<file path="src/rtl/mux_rr_arbiter.sv">
`default_nettype none
// ----------------------------------------------------------------------------
// mux_rr_arbiter: 4-channel packet-locking round-robin arbiter + output slice
// Revision: 1.0
// ----------------------------------------------------------------------------
module mux_rr_arbiter #(
  parameter int BW = 8
) (
  input  logic          clk,
  input  logic          rst_n,
  input  logic [3:0]    in_valid,
  input  logic [3:0]    in_last,
  input  logic [BW-1:0] in_data0,
  input  logic [BW-1:0] in_data1,
  input  logic [BW-1:0] in_data2,
  input  logic [BW-1:0] in_data3,
  output logic [3:0]    in_ready,
  output logic          out_valid,
  output logic [BW-1:0] out_data,
  output logic [1:0]    out_sel,
  output logic          out_last,
  input  logic          out_ready
);

  typedef enum logic [0:0] {
    S_IDLE = 1'b0,
    S_LOCK = 1'b1
  } state_t;

  state_t        state_q, state_d;
  logic [1:0]    ptr_q, ptr_d;
  logic [1:0]    lock_ch_q, lock_ch_d;
  logic          out_valid_q, out_valid_d;
  logic [BW-1:0] out_data_q, out_data_d;
  logic [1:0]    out_sel_q, out_sel_d;
  logic          out_last_q, out_last_d;

  logic          load;
  logic          accept;
  logic          grant_vld;
  logic [1:0]    grant;
  logic [1:0]    idx;
  logic [BW-1:0] grant_data;

  // Grant selection: scanning offsets high-to-low lets the nearest valid
  // channel after ptr overwrite any farther candidate.
  always_comb begin
    grant     = ptr_q;
    grant_vld = 1'b0;
    idx       = 2'd0;
    if (state_q == S_LOCK) begin
      grant     = lock_ch_q;
      grant_vld = in_valid[lock_ch_q];
    end else begin
      for (int k = 3; k >= 0; k--) begin
        idx = ptr_q + 2'(k);
        if (in_valid[idx]) grant = idx;
      end
      grant_vld = |in_valid;
    end
  end

  always_comb begin
    case (grant)
      2'd0:    grant_data = in_data0;
      2'd1:    grant_data = in_data1;
      2'd2:    grant_data = in_data2;
      default: grant_data = in_data3;
    endcase
  end

  assign load     = !out_valid_q || out_ready;
  assign accept   = rst_n && load && grant_vld;
  assign in_ready = accept ? (4'b0001 << grant) : 4'b0000;

  always_comb begin
    state_d     = state_q;
    ptr_d       = ptr_q;
    lock_ch_d   = lock_ch_q;
    out_valid_d = out_valid_q;
    out_data_d  = out_data_q;
    out_sel_d   = out_sel_q;
    out_last_d  = out_last_q;
    if (accept) begin
      out_valid_d = 1'b1;
      out_data_d  = grant_data;
      out_sel_d   = grant;
      out_last_d  = in_last[grant];
      if (in_last[grant]) begin
        state_d = S_IDLE;
        ptr_d   = grant + 2'd1;
      end else begin
        state_d   = S_LOCK;
        lock_ch_d = grant;
      end
    end else if (out_valid_q && out_ready) begin
      out_valid_d = 1'b0;
    end
  end

  always_ff @(posedge clk) begin
    if (!rst_n) begin
      state_q     <= S_IDLE;
      ptr_q       <= 2'd0;
      lock_ch_q   <= 2'd0;
      out_valid_q <= 1'b0;
      out_data_q  <= '0;
      out_sel_q   <= 2'd0;
      out_last_q  <= 1'b0;
    end else begin
      state_q     <= state_d;
      ptr_q       <= ptr_d;
      lock_ch_q   <= lock_ch_d;
      out_valid_q <= out_valid_d;
      out_data_q  <= out_data_d;
      out_sel_q   <= out_sel_d;
      out_last_q  <= out_last_d;
    end
  end

  assign out_valid = out_valid_q;
  assign out_data  = out_data_q;
  assign out_sel   = out_sel_q;
  assign out_last  = out_last_q;

endmodule
`default_nettype wire

</file>
<file path="config.mk">
export PLATFORM = sky130hd
export DESIGN_NAME = mux_rr_arbiter
export DESIGN_NICKNAME = d
export VERILOG_FILES = /design/src/rtl/mux_rr_arbiter.sv
export SDC_FILE = /design/constraint.sdc
export NUM_CORES = 1
export LEC_CHECK = 0
export ABC_AREA = 1
export BUFFER_PORTS_ARGS = -buffer_cell sky130_fd_sc_hd__clkbuf_2
export CORE_UTILIZATION = 43
export CTS_CLUSTER_DIAMETER = 100
export CTS_CLUSTER_SIZE = 30
export DETAILED_ROUTE_END_ITERATION = 10
export PLACE_DENSITY_LB_ADDON = 0.1
export SLEW_MARGIN = 20
export SYNTH_ARGS = -nofsm -noshare
export SYNTH_HDL_FRONTEND = slang
export SYNTH_SLANG_ARGS = --single-unit
export TNS_END_PERCENT = 5
</file>
<file path="constraint.sdc">
create_clock -name clk -period 1.9 [get_ports clk]
set_input_delay 0.19 -clock clk [delete_from_list [all_inputs] [get_ports clk]]
set_output_delay 0.19 -clock clk [all_outputs]
set_load 0.05 [all_outputs]
</file>
# Yosys cells after proc, flatten, opt, wreduce, memory -nomap -nowiden
# Cells that the tools add are included.
# totals
regBits,17
latchBits,0
mem_bits_rw,0
mem_bits_ro,0
n_memories,0
# classes
addsub,4
multipliers,0
div_mod_pow,0
order_cmp,6
eq_ne,2
shifts,1
muxes,23
bitwise,1
n_reduce_logical,10
# ops
op,n
8-bit case mux with 3 select lines,1
2-bit by 3-bit less-than comparator with 1-bit output (second input constant),6
1-bit binary-select mux with 2-bit select,6
1-bit two-way mux,10
2-bit two-way mux,5
2-bit by 1-bit adder with 2-bit output (second input constant),2
2-bit adder (second input constant),2
4-bit two-way mux,1
2-bit AND reduction,2
4-bit OR reduction,1
1-bit by 2-bit << shifter with 4-bit output (first input constant),1
1-bit logical AND,3
2-bit by 1-bit == test with 1-bit output (second input constant),1
2-bit == test (second input constant),1
2-bit zero test,1
2-bit nonzero test,1
1-bit zero test,1
1-bit logical OR,1
1-bit NOT,1

# Longest topological paths before layout
# logic_depth
ltp_word,12
ltp_mapped,19
mapped_depth_nobuf,17

# Worst setup path after synthesis
# OpenSTA, ideal clock, no wires.
# synth_path
kind,register -> output
startpoint,register ptr_q[0]
endpoint,output port in_ready[1]
t_arrival_ns,2.349
t_required_ns,1.710
path_slack_ns,-0.639
stages_incl_launch_ff,18
cell_sequence,dfxtp_1 buf_6 inv_8 nand2_2 nand2_2 nand2_1 nand2_1 inv_1 nand2_2 nand2_2 nand2_2 nand3_4 nand2_4 inv_1 ha_1 clkbuf_1 inv_1 nor2_1
# synth_via
elab_chain_cells,10
# synth_rtl
element,line,text
start: declaration,31,"logic [1:0] ptr_q, ptr_d;"
start signal: assignment,112,ptr_q <= ptr_d;
2-bit adder,56,idx = ptr_q + 2'(k);
1-bit binary-select mux with 2-bit select,57,if (in_valid[idx]) grant = idx;
1-bit two-way mux (implied by the code),57,
2-bit two-way mux (3 in a row),57,
2-bit two-way mux *,57,
2-bit two-way mux *,51,if (state_q == S_LOCK) begin
named net grant[0],41,logic [1:0] grant;
1-bit by 2-bit << shifter with 4-bit output *,74,assign in_ready = accept ? (4'b0001 << grant) : 4'b0000;
4-bit two-way mux *,74,
end: declaration,17,"output logic [3:0] in_ready,"
# Mark *: on every way through the listed nets, which the timed path passes. The rest lies on a longest branch. The select of a mux whose other input is x is not followed.

# Worst setup path in the final report
# layout_path
startpoint,register ptr_q[0]
endpoint,output port in_ready[3]
# Same word-level chain as after synthesis.

==> flow_metrics.env <==
export IMPL_status="complete, but fails checks"
export IMPL_violations="setup timing"
export IMPL_fillCellCount=273
export IMPL_swShare=0.543
export IMPL_synth_most_common_cell="nand2_1"
export IMPL_post_route_util=0.723
export IMPL_multiInputGateArea_um2=1060
export IMPL_synthTopCellsByCount="54 x nand2_1, 28 x nand3_1, 26 x inv_1"
export IMPL_cts_tree="yes"
export IMPL_fin_skew_ns=0.00153
export IMPL_insertion_delay_ns=0.30
export IMPL_clk_pin_slew_ns=0.10
export IMPL_io_buffer_count=58
export IMPL_routedWlPerCell_um=11.8
export IMPL_rows=20
export IMPL_synth_largest_area_cell="dfxtp_1"
export IMPL_fin_area_um2=2210
export IMPL_cts_buffers=3
export IMPL_ys_types=27
export IMPL_intPower_mw=2.25
export IMPL_cp_arrival_ns=2.18
export IMPL_syn_area_um2=1380
export IMPL_end_kind="output port"
export IMPL_clock_sinks=17
export IMPL_critical_path_class="reg2out"
export IMPL_nets=350
export IMPL_dieArea_um2=3440
export IMPL_hold_viol_final=0
export IMPL_dpl_instance_area_um2=1870
export IMPL_first_iter_violations=69
export IMPL_switching_power_mw=2.67
export IMPL_synth_avg_cell_area_um2=6.30
export IMPL_ir_drop_mv=1.29
export IMPL_setup_viol_count_final=16
export IMPL_drc_errors=0
export IMPL_die_w_um=58.7
export IMPL_seq_area_um2=345
export IMPL_grt_antenna_before_repair=0
export IMPL_ys_flop_type="dfxtp_1"
export IMPL_dpl_hpwl_um=2900
export IMPL_grt_pass1_wl_um=6130
export IMPL_dieHeight_um=58.7
export IMPL_synthCells=219
export IMPL_post_route_min_period_ns=2.37
export IMPL_grt_pass1_vias=1386
export IMPL_syn_nets=267
export IMPL_combinationalPowerShare=0.838
export IMPL_grt_max_degree=17
export IMPL_yosysTopAreaCellShare=0.247
export IMPL_cts_root_buf="clkbuf_4"
export IMPL_synth_area_leaders="dfxtp_1 25%, nand2_1 15%, nand3_1 10%"
export IMPL_ys_warnings_count=0
export IMPL_drv_slew=0
export IMPL_setup_ws_ns=-0.470
export IMPL_powerDensity_nw_per_um2=2230
export IMPL_synth_edf_count=0
export IMPL_hold_path_class="in2reg"
export IMPL_overflow=0
export IMPL_drt_pass1_iter_count=4
export IMPL_required_ns=1.71
export IMPL_rsz0062_at_grt="yes"
export IMPL_grt_usage=0.236
export IMPL_vias=1658
export IMPL_worstMarginPinSlew_ns=0.314
export IMPL_maxSlewHeadroom=0.791
export IMPL_fmax_ghz=0.422
export IMPL_fin_crit_sh=1.25
export IMPL_power_leakage_nw=1.12
export IMPL_cts_buffer_depth=2
export IMPL_cap_violations=0
export IMPL_ys_seq_area_frac=0.247
export IMPL_initial_core_util=0.452
export IMPL_globalplace_congestion=0.906
export IMPL_routed_wl_um=4080
export IMPL_async_reset_ff_frac=0
export IMPL_synth_seq_cells=17
export IMPL_power_frac_clock=0.041
export IMPL_cp_start_kind="flop"
export IMPL_fp_coreArea_um2=3050
export IMPL_vias_per_cell=4.81
export IMPL_drive_gt1_frac=0.512
export IMPL_ios=59
export IMPL_htree_levels=1
export IMPL_power_frac_seq=0.121
export IMPL_path_max_fanout=6
export IMPL_postRouteAntennaNets=0
export IMPL_antenna_cells=0
export IMPL_area_growth_pct=59.8
[final timing paths]
check	startpoint	end	slack (ns)	depth (start not counted)
worst max-delay path	ptr_q[0]	in_ready[3]	-0.47	18
worst min-delay path	in_data3[2]	out_data[2]	0.19	3
worst max register to register	ptr_q[0]	out_data[3]	-0.36	19
worst min register to register	out_last	out_last	0.48	2
[cells by family after synthesis]
family,after synthesis,synth area share
adders and majority gates,5,0.0453
AOI/OAI and AO/OA,36,0.152
and+or+nand+nor,121,0.432
DFF,17,0.247
buffers and inverters,40,0.123
[flip-flops by register name, indices dropped and copies added (netlist names)]
signal and cells:
lock_ch_q 2, out_data 8, out_last 1, out_sel 2
out_valid 1, ptr_q 2, state_q 1
[per-layer routing]
layer	wire (um)	up-vias	global-route usage
met1	1920	728	0.321
met3	126	8	0.0286
met2	1980	41	0.384
met4	51	0	0.0850
li1	-	881	-
met5	0	-	0
[cells in the final DEF (no fill, tap or decap), types with 8 or more instances in the layout]
master and n:
nor2_1 10, nand2_4 8, nand2_2 17, nand3_1 24
a21oi_1 12, inv_1 21, clkbuf_2 54, buf_4 23
dfxtp_1 15, nand3_2 9, nand2_1 42
[per-stage QoR]
| step | hold slack [ns] | setup TNS, ns | instances | setup WS [ns] | power (mW) |
|---|---|---|---|---|---|
| final | 0.187 | -4.45 | 345 | -0.470 | 4.92 |
| after global routing | 0.203 | -6.28 | 345 | -0.548 | 5.29 |
| after CTS | 0.204 | -4.19 | 341 | -0.449 | 4.31 |
| after detailed placement | 0.466 | -2.97 | 332 | -0.331 | 3.72 |
| after global placement | 0.463 | -2.85 | 332 | -0.321 | 3.72 |
| after floorplan | 0.375 | -1.30 | 219 | -0.112 | 2.89 |
[power groups by stage]
| stage | combinational (mW) | sequential [mW] | clock (mW) |
|---|---|---|---|
| floorplan | 2.04 | 0.854 | 0 |
| detailed placement | 3.14 | 0.582 | 0 |
| finish | 4.13 | 0.598 | 0.200 |
| global route | 4.46 | 0.613 | 0.216 |
| global placement | 3.14 | 0.580 | 0 |
| CTS | 3.51 | 0.595 | 0.201 |
[layout make-up]
type | instances | share of cell area
multi-input combinational | 162 | 0.481
clock buffer | 3 | 0.0102
timing repair buffer | 87 | 0.262
tap | 44 | 0.0250
clock inverter | 1 | 0.00227
inverter | 31 | 0.0630
sequential | 17 | 0.157
[worst max-delay path, cell delays in order, from the launching register on]
cell,delay (ns)
dfxtp_4,0.38
buf_12,0.13
clkinv_8,0.06
nand2_2,0.06
nand2_2,0.07
nand2_2,0.06
nand2_2,0.07
nand2_2,0.07
nand2_4,0.10
nand2_4,0.07
nand2_4,0.06
nand3_4,0.07
nand2_4,0.12
inv_4,0.06
buf_6,0.12
ha_4,0.15
inv_2,0.06
nor2_4,0.04
buf_8,0.14
[timing repair]
item / 4_1_cts / 5_1_grt
endpoints found under the setup margin: 13 / 18
hold buffers: 0 / 0
pin swaps: 13 / 18
setup buffers: 6 / 4
resized for setup: 38 / 34
(Power assumes the default switching activity.)
